`config.mk`:
```
export PLATFORM = sky130hd
export DESIGN_NAME = pil_reg
export DESIGN_NICKNAME = d
export VERILOG_FILES = /design/src/rtl/pil_reg.sv
export SDC_FILE = /design/constraint.sdc
export NUM_CORES = 1
export LEC_CHECK = 0
export CAP_MARGIN = 20
export CORE_ASPECT_RATIO = 1.75
export CORE_MARGIN = 1
export CORE_UTILIZATION = 47
export CTS_CLUSTER_SIZE = 25
export DETAILED_ROUTE_END_ITERATION = 8
export PLACE_DENSITY = 0.86
export SYNTH_ARGS = -nofsm -noshare
export SYNTH_HDL_FRONTEND = slang
export SYNTH_SLANG_ARGS = --single-unit
```
`constraint.sdc`:
```
create_clock -name clk -period 7.22 [get_ports clk]
set_input_delay 1.444 -clock clk [delete_from_list [all_inputs] [get_ports clk]]
set_output_delay 1.444 -clock clk [all_outputs]
set_load 0.005 [all_outputs]
```
`src/rtl/pil_reg.sv`:
```
// Priority interrupt level register stage: PID/PIE registers, priority encoder and PIL/PVL tracking.
// Optional `INT_SYNC_EN adds a two-flop synchroniser on irq_set before it reaches PID.
module pil_reg #(
    parameter int unsigned  NLEVELS = 16,
    localparam int unsigned LW      = $clog2(NLEVELS)
) (
    input  logic               clk,
    input  logic               MCLN,
    input  logic               PILKL,
    input  logic               ION,
    input  logic [NLEVELS-1:0] irq_set,
    input  logic               pid_we,
    input  logic               pie_we,
    input  logic [NLEVELS-1:0] wdata,
    input  logic               pid_clr,
    output logic [LW-1:0]      PIL,
    output logic [LW-1:0]      PVL,
    output logic [NLEVELS-1:0] PID,
    output logic [NLEVELS-1:0] PIE,
    output logic               INTREQ,
    output logic               LVLCHG
);

    logic [NLEVELS-1:0] r_pid;
    logic [NLEVELS-1:0] r_pie;
    logic [LW-1:0]      r_pil;
    logic [LW-1:0]      r_pvl;
    logic               r_lvlchg;

    logic [NLEVELS-1:0] w_set_eff;
    logic [NLEVELS-1:0] w_masked;
    logic [NLEVELS-1:0] w_pid_base;
    logic [NLEVELS-1:0] w_clr_mask;
    logic [NLEVELS-1:0] w_pid_d;
    logic [LW-1:0]      w_hp;
    logic               w_pil_load;

`ifdef INT_SYNC_EN
    logic [NLEVELS-1:0] r_sync1;
    logic [NLEVELS-1:0] r_sync2;

    always_ff @(posedge clk or negedge MCLN) begin
        if (!MCLN) begin
            r_sync1 <= '0;
            r_sync2 <= '0;
        end else begin
            r_sync1 <= irq_set;
            r_sync2 <= r_sync1;
        end
    end

    assign w_set_eff = r_sync2;
`else
    assign w_set_eff = irq_set;
`endif

    // Highest pending enabled level; level 0 and "none" both encode as 0.
    assign w_masked = r_pid & r_pie;

    always_comb begin
        w_hp = '0;
        for (int i = 0; i < NLEVELS; i++) begin
            if (w_masked[i]) begin
                w_hp = LW'(i);
            end
        end
    end

    // Set requests take precedence over both the write and the level clear.
    assign w_pid_base = pid_we ? wdata : r_pid;
    assign w_clr_mask = pid_clr ? (NLEVELS'(1) << r_pil) : '0;
    assign w_pid_d    = (w_pid_base & ~w_clr_mask) | w_set_eff;

    assign w_pil_load = PILKL & ION & (w_hp != r_pil);

    always_ff @(posedge clk or negedge MCLN) begin
        if (!MCLN) begin
            r_pid <= '0;
            r_pie <= '0;
        end else begin
            r_pid <= w_pid_d;
            if (pie_we) begin
                r_pie <= wdata;
            end
        end
    end

    always_ff @(posedge clk or negedge MCLN) begin
        if (!MCLN) begin
            r_pil    <= '0;
            r_pvl    <= '0;
            r_lvlchg <= 1'b0;
        end else begin
            r_lvlchg <= w_pil_load;
            if (w_pil_load) begin
                r_pvl <= r_pil;
                r_pil <= w_hp;
            end
        end
    end

    assign PIL    = r_pil;
    assign PVL    = r_pvl;
    assign PID    = r_pid;
    assign PIE    = r_pie;
    assign LVLCHG = r_lvlchg;
    assign INTREQ = ION & (w_hp > r_pil);

endmodule

```
==> out/metrics.yaml <==
status: "finished clean"
min_period_ns: 4.23
ir_worst_vdd_uv: 191
via_per_inst: 5.72
hold_viol: 0
gp_congestion: 0.818
finalSetupViolCount: 0
drc_errors: 0
synth_common_cells: "dfrtp_1, mux2_2, mux2i_1, nand2_1, o21bai_1"
yosys.area.top_type_share_pct: 50.2
grt_max_degree: 42
cts-hold-fix-buffers: 0
drtAntennaViolNets: 0
fin_cells: 308
clockBufferDepth: 2
antenna_found_initial: 0
worst_slew_pin_slew_ns: 1.04
yosysSeqAreaShare_pct: 50.2
ys_async_sr_fraction_pct: 100
die_w_um: 51.8
fin_ws_ns: 2.99
worstSetupPathType: "reg2out"
seqCellArea_sq_mm: 0.00103
grtUsageTotal_pct: 25.4
area_growth_pct: 44.4
arrival_ns: 2.79
cts_buffers: 5
yosys.cell_types.count: 37
core_sq_mm: 0.00415
clk_latency_ns: 0.29
die_y_um: 89.2
holdWs_ns: 0.495
start_util_pct: 49.2
drt_wl_total_mm: 5.43
syn_nets: 223
rows: 31
leakage_nw: 1.26
grt_overflow: 0
cts-resized-gates: 0
synth.area.top_cells: "dfrtp_1, mux2_2, mux2i_1"
port_buffers: 80
cap_violations: 0
clk_pin_slew_ns: 0.07
period_share_pct: 58.7
syn_area_sq_mm: 0.00204
grt_pass1_vias: 1775
fin_setup_tns_ns: 0
critPathCaptureType: "output pin"
ys_ff_latch: 41
dieArea_sq_mm: 0.00462
fin_nets: 302
cts_setup_buffers: 0
grt_pass1_wl_mm: 8.50
fmax_ghz: 0.236
yosys_warnings: 0
slew_headroom_pct: 30.5
synth-edff-count: 0
routedWlPerCell_um: 17.6
syn_inst: 180
multi_input_area_sq_um: 963
cp_data_required_time_ns: 5.78
num_vias: 1763
maxSlewViolCount: 0
skew_ns: 0.00895
synth_flop_cell: "dfrtp_1"
placed_cells: 301
dp.final_hpwl_mm: 4.16
antennaDiodeCount: 0
htree_levels: 2
p_per_area_mw_per_mm2: 240
crit_path_start_kind: "register"
final.fill_count: 309
cts_tree: "yes"
syn_avg_cell_area_sq_um: 11.3
clock-sinks: 41
synth_most_common_cell: "dfrtp_1"
hold_class: "reg2reg"
io_pins: 81
fin_util_pct: 71.0
cts-root-buf: "clkbuf_8"
yosys.area.top_type: "dfrtp_1"
post-place-ws_ns: 3.25
drt_iter0_drc: 63
rsz0062_at_grt: "false"
layout-drive-gt1-share_pct: 12.0
dr.pass1.iters: 4
path_max_fanout: 4
[layer usage]
metal	GRT usage, %	vias to the layer above	routed length, um
li1	-	812	-
met1	27.2	872	2000
met2	47.3	65	3090
met3	4.42	14	197
met4	11.1	0	146
met5	0	-	0
[cell type report]
type                    instances  area share, %
inverters                       4          0.509
clock buffers                   7           2.93
multi-input cells             127           32.7
repair buffers                 80           27.0
flip-flops and latches         41           34.8
well taps                      49           2.08
[placed cells by master, fill, tap and decap left out, types with 2 or more instances in the layout]
| cell type | synthesis | routed |
|---|---|---|
| mux2_2 | 20 | 20 |
| inv_1 | 4 | 4 |
| and3_1 | 2 | 2 |
| nor2_1 | 10 | 10 |
| clkbuf_8 | 0 | 6 |
| nand3_1 | 6 | 6 |
| a22o_1 | 2 | 2 |
| dfrtp_1 | 41 | 41 |
| o211a_1 | 2 | 2 |
| o21ai_0 | 5 | 5 |
| nand2_1 | 14 | 14 |
| nand4_1 | 3 | 3 |
| a31oi_1 | 2 | 2 |
| o21bai_1 | 13 | 13 |
| mux2i_1 | 16 | 16 |
| or2_2 | 3 | 3 |
| ha_1 | 4 | 4 |
| nor3_1 | 3 | 3 |
| clkdlybuf4s50_1 | 0 | 79 |
| a22oi_1 | 3 | 3 |
| and2_1 | 2 | 2 |
| a21oi_1 | 3 | 3 |
[metrics by stage]
stage          instance area (sq um)  power (W)
6_report                        2950   0.000708
5_1_grt                         2950   0.000748
4_1_cts                         2950   0.000711
3_5_place_dp                    2860   0.000562
3_3_place_gp                    2860   0.000553
2_1_floorplan                   2040   0.000420
[cells by family after synthesis]
kind of cell    share of synthesized area (%)
simple gates                             11.4
flops                                    50.2
compound gates                           13.9
mux                                      19.4
buf+inv                                  2.57
fa+ha+maj                                2.45
[report_power, final]
part	total, W	internal [W]	switching (W)
logic	0.000243	0.000145	0.0000982
registers	0.000315	0.000268	0.0000470
clock network	0.000150	0.0000758	0.0000742
[critical path, cell delays in order, from the launching register on]
cell and delay (ns):
dfrtp_1 0.39, and2_1 0.21, a311o_1 0.29, a221oi_2 0.26, o21ai_0 0.13, a21boi_1 0.20, ha_1 0.26, nand4_1 0.12
o211a_1 0.15, clkdlybuf4s50_1 0.49
[sequential cells by signal (all words and copies together), names as in the netlist]
register	flops
PID	16
PIE	16
PIL	4
PVL	4
LVLCHG	1
[final timing paths]
path	startpoint	to	slack [ns]	cells after the start
setup / recovery	PID[5]	INTREQ	2.99	9
hold / removal	PVL[3]	PVL[3]	0.50	1
setup reg to reg	PID[5]	PVL[2]	4.38	9
hold reg to reg	PVL[3]	PVL[3]	0.50	1
max in group asynchronous	MCLN	PID[10]	5.36	1
min in group asynchronous	MCLN	PIE[0]	1.28	1
Power figures use the tool's default switching activity.
